[config.mk]
export PLATFORM = sky130hd
export DESIGN_NAME = fifo_read_ptr_empty
export DESIGN_NICKNAME = d
export VERILOG_FILES = /design/src/rtl/fifo_read_ptr_empty_pkg.sv /design/src/rtl/fifo_read_ptr_empty.sv
export SDC_FILE = /design/constraint.sdc
export NUM_CORES = 1
export LEC_CHECK = 0
export ABC_AREA = 1
export CELL_PAD_IN_SITES_DETAIL_PLACEMENT = 1
export CELL_PAD_IN_SITES_GLOBAL_PLACEMENT = 1
export CORE_ASPECT_RATIO = 0.6
export CORE_UTILIZATION = 38
export DETAILED_ROUTE_END_ITERATION = 10
export GPL_TIMING_DRIVEN = 0
export PLACE_DENSITY = 0.93
export SYNTH_ARGS = -nofsm -noshare
export SYNTH_HDL_FRONTEND = slang
export SYNTH_SLANG_ARGS = --single-unit
[constraint.sdc]
create_clock -name read_clk -period 6.3 [get_ports read_clk]
set_input_delay 0.63 -clock read_clk [delete_from_list [all_inputs] [get_ports read_clk]]
set_output_delay 0.63 -clock read_clk [all_outputs]
set_load 0.1 [all_outputs]
[src/rtl/fifo_read_ptr_empty_pkg.sv]
// Shared async-FIFO pointer helpers, used by the read-side empty logic and
// the write-side full logic.
//   ptr_width(): pointer width for a given RAM address width (address + 1)
//   bin2gray():  binary to reflected Gray, limited to the low w bits
//   gray2bin():  reflected Gray to binary, limited to the low w bits
package fifo_read_ptr_empty_pkg;

  // Widest pointer the helpers handle; callers zero-extend to this width.
  localparam int unsigned MAX_PTR_W = 32;

  // Default RAM address width (FIFO depth 8).
  localparam int unsigned DEFAULT_ADDR_W = 3;

  // One extra pointer bit tracks lap parity, separating full from empty.
  function automatic int unsigned ptr_width(input int unsigned addr_w);
    return addr_w + 1;
  endfunction

  // Bits at or above w are ignored on input and zero on output.
  function automatic logic [MAX_PTR_W-1:0] mask_width(input logic [MAX_PTR_W-1:0] v,
                                                      input int unsigned         w);
    logic [MAX_PTR_W-1:0] m;
    m = '0;
    for (int i = 0; i < int'(MAX_PTR_W); i++) begin
      if (i < int'(w)) m[i] = v[i];
    end
    return m;
  endfunction

  function automatic logic [MAX_PTR_W-1:0] bin2gray(input logic [MAX_PTR_W-1:0] b,
                                                    input int unsigned         w);
    logic [MAX_PTR_W-1:0] bm;
    bm = mask_width(b, w);
    return bm ^ (bm >> 1);
  endfunction

  // b[i] is the XOR of all Gray bits from i up to the MSB.
  function automatic logic [MAX_PTR_W-1:0] gray2bin(input logic [MAX_PTR_W-1:0] g,
                                                    input int unsigned         w);
    logic [MAX_PTR_W-1:0] gm;
    logic [MAX_PTR_W-1:0] b;
    gm = mask_width(g, w);
    b  = '0;
    for (int i = 0; i < int'(MAX_PTR_W); i++) begin
      b[i] = ^(gm >> i);
    end
    return b;
  endfunction

endpackage

[src/rtl/fifo_read_ptr_empty.sv]
// Read-side pointer and empty/status generator for the async FIFO, clocked
// entirely in the read domain.
//   read_clk, read_rst : clock and asynchronous active-high reset
//   read_en            : pop request from the consumer
//   sync_write_ptr     : Gray write pointer, already synchronized into read_clk
//   read_addr          : binary RAM read address (low bits of binary pointer)
//   read_ptr           : registered Gray read pointer for the write domain
//   read_valid         : high the cycle after an accepted pop (RAM data valid)
//   empty              : registered empty flag
//   almost_empty       : registered, fill_level <= AE_THRESH
//   fill_level         : registered count of words available
//   underflow          : sticky, set by a pop attempt while empty
module fifo_read_ptr_empty
  import fifo_read_ptr_empty_pkg::*;
#(
  parameter int unsigned address   = DEFAULT_ADDR_W,
  parameter int unsigned AE_THRESH = 1
) (
  input  logic               read_clk,
  input  logic               read_rst,
  input  logic               read_en,
  input  logic [address:0]   sync_write_ptr,
  output logic [address-1:0] read_addr,
  output logic [address:0]   read_ptr,
  output logic               read_valid,
  output logic               empty,
  output logic               almost_empty,
  output logic [address:0]   fill_level,
  output logic               underflow
);

  localparam int unsigned PTR_W = ptr_width(address);

  logic [PTR_W-1:0] rbin_q,  rbin_d;
  logic [PTR_W-1:0] rgray_q, rgray_d;
  logic [PTR_W-1:0] fill_q,  fill_d;
  logic             empty_q, empty_d;
  logic             ae_q,    ae_d;
  logic             valid_q, valid_d;
  logic             uf_q,    uf_d;

  logic             pop_c;
  logic [PTR_W-1:0] wbin_c;

  // Pops are gated by the registered empty flag only.
  assign pop_c  = read_en & ~empty_q;
  assign wbin_c = PTR_W'(gray2bin(MAX_PTR_W'(sync_write_ptr), PTR_W));

  // Next-state: pointers, occupancy and flags all derive from rbin_d so they
  // stay mutually consistent (empty exactly when fill is zero).
  always_comb begin
    rbin_d  = rbin_q;
    rgray_d = rgray_q;
    fill_d  = fill_q;
    empty_d = empty_q;
    ae_d    = ae_q;
    valid_d = 1'b0;
    uf_d    = uf_q;

    rbin_d  = rbin_q + PTR_W'(pop_c);
    rgray_d = PTR_W'(bin2gray(MAX_PTR_W'(rbin_d), PTR_W));
    // Out-of-range write pointers are reported modulo, not clamped.
    fill_d  = wbin_c - rbin_d;
    empty_d = (rgray_d == sync_write_ptr);
    ae_d    = (MAX_PTR_W'(fill_d) <= AE_THRESH);
    valid_d = pop_c;
    uf_d    = uf_q | (read_en & empty_q);
  end

  // State registers.
  always_ff @(posedge read_clk or posedge read_rst) begin
    if (read_rst) begin
      rbin_q  <= '0;
      rgray_q <= '0;
      fill_q  <= '0;
      empty_q <= 1'b1;
      ae_q    <= 1'b1;
      valid_q <= 1'b0;
      uf_q    <= 1'b0;
    end else begin
      rbin_q  <= rbin_d;
      rgray_q <= rgray_d;
      fill_q  <= fill_d;
      empty_q <= empty_d;
      ae_q    <= ae_d;
      valid_q <= valid_d;
      uf_q    <= uf_d;
    end
  end

  assign read_addr    = rbin_q[address-1:0];
  assign read_ptr     = rgray_q;
  assign read_valid   = valid_q;
  assign empty        = empty_q;
  assign almost_empty = ae_q;
  assign fill_level   = fill_q;
  assign underflow    = uf_q;

endmodule

==> summary.txt, run 1 <==
Place
  • I/O Buffers: 21
  • Placer Congestion: ~0.80
  • Cell Area, Placed: ~1100 um^2
  • Final HPWL DP: approximately 1.6 mm

Clock tree
  • H-tree Lvls: 1
  • CTS Buffer Depth: 2
  • Sinks on Clock Net: 15
  • CTS Buf Count: 3
  • Worst-skew pair later-pin latency: approximately 0.25 ns
  • Post_cts resized: 0
  • Reg clk slew, reported paths: approximately 0.060 ns
  • Root buffer cell: clkbuf_8
  • # Post-CTS Setup Buffers: 0
  • Hold buffers post-CTS: 0
  • CTS tree: done

Timing
  • Worst-margin pin slew: 0.985 ns
  • Final Max Slew Viols: 0
  • Post-layout min period: about 2.8 ns
  • RSZ-0062 raised after global routing: no
  • Hold Violations, Final: 0
  • Max Fclk: approximately 360 MHz
  • Final Setup Violations: 0
  • Final TNS setup: 0 ns
  • Slew headroom: ~34%
  • Clock skew: between 0.0003 and 0.0004 ns
  • Period utilisation layout: a little over two fifths

Synthesis
  • Top cell type's share of synthesized area: between 30% and 40%
  • Ys async rst share: 100%
  • Syn_nets: 108
  • Syn Std Cell Area: 866 um^2
  • Yosys warns: 0
  • Top post-synthesis cells by area: dfrtp_1 (38%), nand2_2 (10%), inv_1 (7.4%)
  • Synth cell count leaders: inv_1 (17), nand2_1 (17), nand2_2 (14), dfrtp_1 (13), nand3_1 (11)
  • Average size of a mapped cell: about 9 um^2
  • Area leader, netlist: dfrtp_1
  • Yosys reg bits: 15
  • Most used flip-flop cell after synthesis: dfrtp_1
  • Seq/Total Area, Yosys: a little over two fifths
  • Synth unique cells: 18
  • Mapped Cells: 96
  • Post-synth EDFFs: 0

Routing
  • Post-route antenna net violation count: 0
  • Met2 wire length: ~1.1 mm
  • Drt wl/cell: about 14 um
  • Met1 Wirelength: approximately 900 um
  • Wire length on met3: approximately 79 um
  • Via Count: a little over 700
  • Highest metal used: met4
  • First-pass DRT Iterations: 4
  • Detailed-route DRC error count: 0
  • Routed WL: about 2.1 mm
  • Detailed Route Iter0 Violations: 11
  • Routed vias/inst: around 4.8

Floorplan
  • Die Wd: ~64 um
  • Die Area: roughly 2500 um^2
  • Starting Density: a little over two fifths
  • Row count: 12
  • # IOs: 22
  • Die span in y: approximately 40 um
  • Core ar.: approximately 2000 um^2

Worst setup path
  • Worst-path fanout max: 4
  • Arrival @ worst endpoint: 2.95 ns
  • Slowest-stage cell, CP: clkdlybuf4s50_1
  • Max incr delay on CP: 0.53 ns
  • CP Data Required Time: roughly 6.5 ns
  • Crit path launch type: input port
  • Worst R2R Path Depth: 10
  • Crit path kind: in -> reg
  • CP Capture Type: flop
  • Most frequent CP cell: inv_1
  • Worst-path cell chain: clkdlybuf4s50_1, inv_1, nand2_2, nand2_2, xor2_2, xor2_1, inv_1, ha_1, inv_1, fa_1, inv_1, nand3_2, nor2_2

Layout
  • Area grow syn2layout: 33.7%
  • # diodes: 0
  • Share of layout cells above drive strength 1: a little under a quarter
  • Post-route cell area: roughly 1200 um^2
  • NumNets Final: 134

Global routing
  • Total track usage: about 20%
  • Antenna violations before repair: 0
  • First-pass GRT wire length: between 3 and 4 mm
  • GRT Residual Overflow: 0
  • Maximum number of pins on one net before global-route repair: 16
  • Vias in the first global route: just under 800

Job
  • Max cap viols: 0

Run status
  • Status: finished, final reports clean

Hold path
  • WHS Path Cells: 1
  • Hold Path Class: reg -> reg
## sequential cells by signal (all words and copies together) (netlist names)
name / cells
fill_level: 4
almost_empty: 1
read_valid: 1
empty: 1
rbin_q: 4
read_ptr: 3
underflow: 1
## final timing paths
| kind | from | endpoint | slack, ns |
|---|---|---|---|
| setup / recovery | sync_write_ptr[3] | almost_empty$_DFF_PP1_ | 3.54 |
| hold / removal | underflow$_DFF_PP0_ | underflow$_DFF_PP0_ | 0.46 |
| setup reg to reg | empty$_DFF_PP1_ | almost_empty$_DFF_PP1_ | 4.01 |
| hold reg to reg | underflow$_DFF_PP0_ | underflow$_DFF_PP0_ | 0.46 |
| max in group asynchronous | read_rst | rbin_q[3]$_DFF_PP0_ | 5.16 |
| min in group asynchronous | read_rst | fill_level[0]$_DFF_PP0_ | 0.75 |
## cells by family (layout without fill, tap and decap cells)
family                     after synthesis  count (layout)  synth area share (%)
and+or+nand+nor                         53              53                  34.7
AOI/OAI and AO/OA                        3               3                  2.31
DFF                                     15              15                  43.6
xor gates and xnor gates                 3               3                  3.90
adders and majority gates                5               5                  8.09
buffers and inverters                   17              42                  7.37
## layout make-up
cell class	count	area, um^2
tap	28	35.0
fill	238	840
clock inverter	1	5.00
inverter	17	63.8
clock buffer	3	41.3
multi-input combinational	64	424
sequential	15	378
timing repair buffer	21	210
## cell usage in the layout, fill, tap and decap left out, types with 2 or more instances in the layout
cell,count
a21o_1,2
clkbuf_8,3
clkdlybuf4s50_1,21
dfrtp_1,13
dfstp_2,2
ha_1,4
inv_1,17
nand2_1,17
nand2_2,14
nand2_4,3
nand3_1,11
nand3_2,3
nor2_1,3
## worst max-delay path: cells and delay by family
family	cells	cell delay, ns
AND/OR/NAND/NOR	4	0.41
adder cells (fa/ha/maj)	2	0.62
buffers and inverters	5	0.89
XOR/XNOR	2	0.40
## metal layers
layer  global-route usage, %  up-vias
met1                    21.2      342
met5                       0        -
li1                        -      348
met3                    5.59        3
met2                    39.4       17
met4                    7.95        0
## stage by stage
step                      instances  hold slack (ns)  worst slack (ns)  util [%]
final                           149            0.455              3.54      58.0
after global routing            149            0.507              3.32      58.0
after CTS                       149            0.461              3.52      58.0
after detailed placement        145            0.447              3.28      55.6
after global placement          145            0.438              3.40      55.6
after floorplan                  96            0.530              3.82         -
Power of run 1 is not shown: default switching activity piles up to over one toggle a cycle in this logic, so the estimate is an artifact.
==> run 2, diff against run 1 <==
--- a/config.mk
+++ b/config.mk
@@ -9,10 +9,10 @@
 export CELL_PAD_IN_SITES_DETAIL_PLACEMENT = 1
 export CELL_PAD_IN_SITES_GLOBAL_PLACEMENT = 1
 export CORE_ASPECT_RATIO = 0.6
-export CORE_UTILIZATION = 38
+export CORE_UTILIZATION = 32
 export DETAILED_ROUTE_END_ITERATION = 10
 export GPL_TIMING_DRIVEN = 0
-export PLACE_DENSITY = 0.93
+export PLACE_DENSITY = 0.84
 export SYNTH_ARGS = -nofsm -noshare
 export SYNTH_HDL_FRONTEND = slang
 export SYNTH_SLANG_ARGS = --single-unit
==> constraint.sdc (replaced) <==
create_clock -name read_clk -period 2.5 [get_ports read_clk]
set_input_delay 0.25 -clock read_clk [delete_from_list [all_inputs] [get_ports read_clk]]
set_output_delay 0.25 -clock read_clk [all_outputs]
set_load 0.1 [all_outputs]
==> run 2 against run 1 <==
Effect of this change:
- final cell count is 3.4% higher
- final area is 2.1% higher
- first-iteration DRC count grew to 3.8 times the previous value
- flip-flop and latch count stayed put
- sequential share of layout area is 0.66 points lower
- non-clock buffer count is 1 higher
- critical path type unchanged
- critical endpoint unchanged
==> summary.txt, run 2 (synthesis results as in run 1) <==
Timing
  • Post-layout min period: between 2 and 2.5 ns
  • Final Setup Violations: 0 (unchanged)
  • Slew headroom: 34.3% (+0.16 points)
  • Period utilisation layout: between 90% and 100%
  • Worst-margin pin slew: 0.983 ns (-0.00243 ns)
  • Max Fclk: between 400 and 500 MHz
  • Clock skew: 0.00331 ns (+0.00293 ns)
  • Final TNS setup: 0 ns (unchanged)
  • Hold Violations, Final: 0 (unchanged)
  • Final Max Slew Viols: 0 (unchanged)
  • Final hold slack: 0.357 ns (-0.0976 ns)

Layout
  • Post-route cell area: 1180 um^2 (+2.1%)
  • Most frequent cells in the layout: clkdlybuf4s50_1 (21), inv_1 (17), nand2_1 (17), nand2_2 (14), dfrtp_1 (13)
  • Layout fillers: 300 (+26%)
  • # diodes: 0 (unchanged)
  • Area grow syn2layout: 36.4%
  • Commonest non-fill, non-tap cell in the layout: clkdlybuf4s50_1
  • NumNets Final: 135 (+0.75%)
  • Share of layout cells above drive strength 1: 24.6% (+0.62 points)

Job
  • Max cap viols: 0 (unchanged)

Global routing
  • GRT Residual Overflow: 0 (unchanged)
  • First-pass GRT wire length: 3.53 mm (+0.77%)
  • Maximum number of pins on one net before global-route repair: 16 (unchanged)
  • Antenna violations before repair: 0 (unchanged)
  • Total track usage: 16.3% (-3.8 points)
  • Vias in the first global route: 749 (-2.7%)

Clock tree
  • Reg clk slew, reported paths: 0.06 ns (about the same)
  • H-tree Lvls: 1 (unchanged)
  • Sinks on Clock Net: 15 (unchanged)
  • Hold buffers post-CTS: 0 (unchanged)
  • CTS Buffer Depth: 2 (unchanged)
  • CTS Buf Count: 3 (unchanged)
  • Root buffer cell: clkbuf_8
  • Worst-skew pair later-pin latency: 0.25 ns (about the same)
  • CTS tree: done

Worst setup path
  • Worst-path fanout max: 4 (unchanged)
  • CP Capture Type: flop
  • Flop2flop setup slack: 0.23 ns (-3.78 ns)
  • Crit path launch type: input port
  • Worst R2R Path Depth: 10 (unchanged)
  • Arrival @ worst endpoint: 2.53 ns (-0.42 ns)
  • CP Data Required Time: 2.69 ns (-3.80 ns)
  • Crit path kind: in -> reg

Floorplan
  • Row count: 14 (+2)
  • Die span in y: 42.3 um (+8.5%)
  • Starting Density: 34.1% (-9.3 points)
  • Die Area: 2920 um^2 (+18%)
  • # IOs: 22 (unchanged)
  • Core ar.: 2540 um^2 (+27%)
  • Die Wd: 69.2 um (+8.7%)

Place
  • Placer Congestion: 0.710 (-12%)
  • I/O Buffers: 21 (unchanged)
  • Cell Area, Placed: 1120 um^2 (+0.45%)
  • Final HPWL DP: 1.64 mm (+1.4%)

Run status
  • Status: finished, final reports clean

Routing
  • Detailed-route DRC error count: 0 (unchanged)
  • Routed WL: 2.08 mm (-0.76%)
  • Detailed Route Iter0 Violations: 42 (+31)
  • Drt wl/cell: 13.5 um (-4.0%)
  • Post-route antenna net violation count: 0 (unchanged)
  • First-pass DRT Iterations: 4 (unchanged)
  • Routed vias/inst: 4.71 (-1.2%)
  • Via Count: 725 (+2.1%)

Hold path
  • Hold Path Class: in -> async
==> run 2: cell count changes in the layout (fill, tap and decap cells not counted), sizes merged <==
cell  delta
buf      +1
==> run 2: final timing paths <==
path | start | end
min in group read_clk | underflow$_DFF_PP0_ | underflow$_DFF_PP0_
worst max-delay path | sync_write_ptr[3] | almost_empty$_DFF_PP1_
worst max register to register | empty$_DFF_PP1_ | almost_empty$_DFF_PP1_
worst min register to register | underflow$_DFF_PP0_ | underflow$_DFF_PP0_
max in group asynchronous | read_rst | rbin_q[3]$_DFF_PP0_
worst min-delay path | read_rst | fill_level[0]$_DFF_PP0_
==> run 2: layout make-up <==
type                    instances  area (um^2)  share of cell area, %
multi-input cells              64          435                   36.9
flip-flops and latches         15          378                   32.0
repair buffers                 22          218                   18.4
inverters                      17         63.8                   5.40
clock buffers                   3         41.3                   3.50
well taps                      32         40.0                   3.39
clock inverters                 1         5.00                  0.424
==> run 2: stage by stage <==
step	cells	setup slack, ns	utilization, %
after global routing	154	-0.0112	46.5
after CTS	153	0.130	45.8
final	154	0.160	46.5
after floorplan	96	0.0178	-
after global placement	149	-0.0269	43.9
after detailed placement	149	-0.117	43.9
==> run 2: worst max-delay path, cell delays in order <==
cell and delay [ns]:
clkdlybuf4s50_1 0.53, inv_1 0.10, nand2_2 0.09, nand2_2 0.13, xor2_4 0.21, xor2_1 0.16, inv_1 0.06, ha_1 0.17
inv_1 0.09, fa_1 0.45, inv_1 0.10, nand3_2 0.08, nor2_2 0.12
==> run 2: timing repair <==
action,CTS,global route
setup buffers,0,1
setup endpoints to repair,0,1
gates resized for setup,0,1
==> run 2: per-layer routing <==
| layer | part of all wire (%) | GRT usage (%) |
|---|---|---|
| met5 | 0 | 0 |
| met4 | 1.3 | 6.12 |
| met3 | 5.2 | 6.01 |
| met2 | 50 | 29.1 |
| met1 | 43 | 18.0 |
Power of run 2 is left out for the same reason.
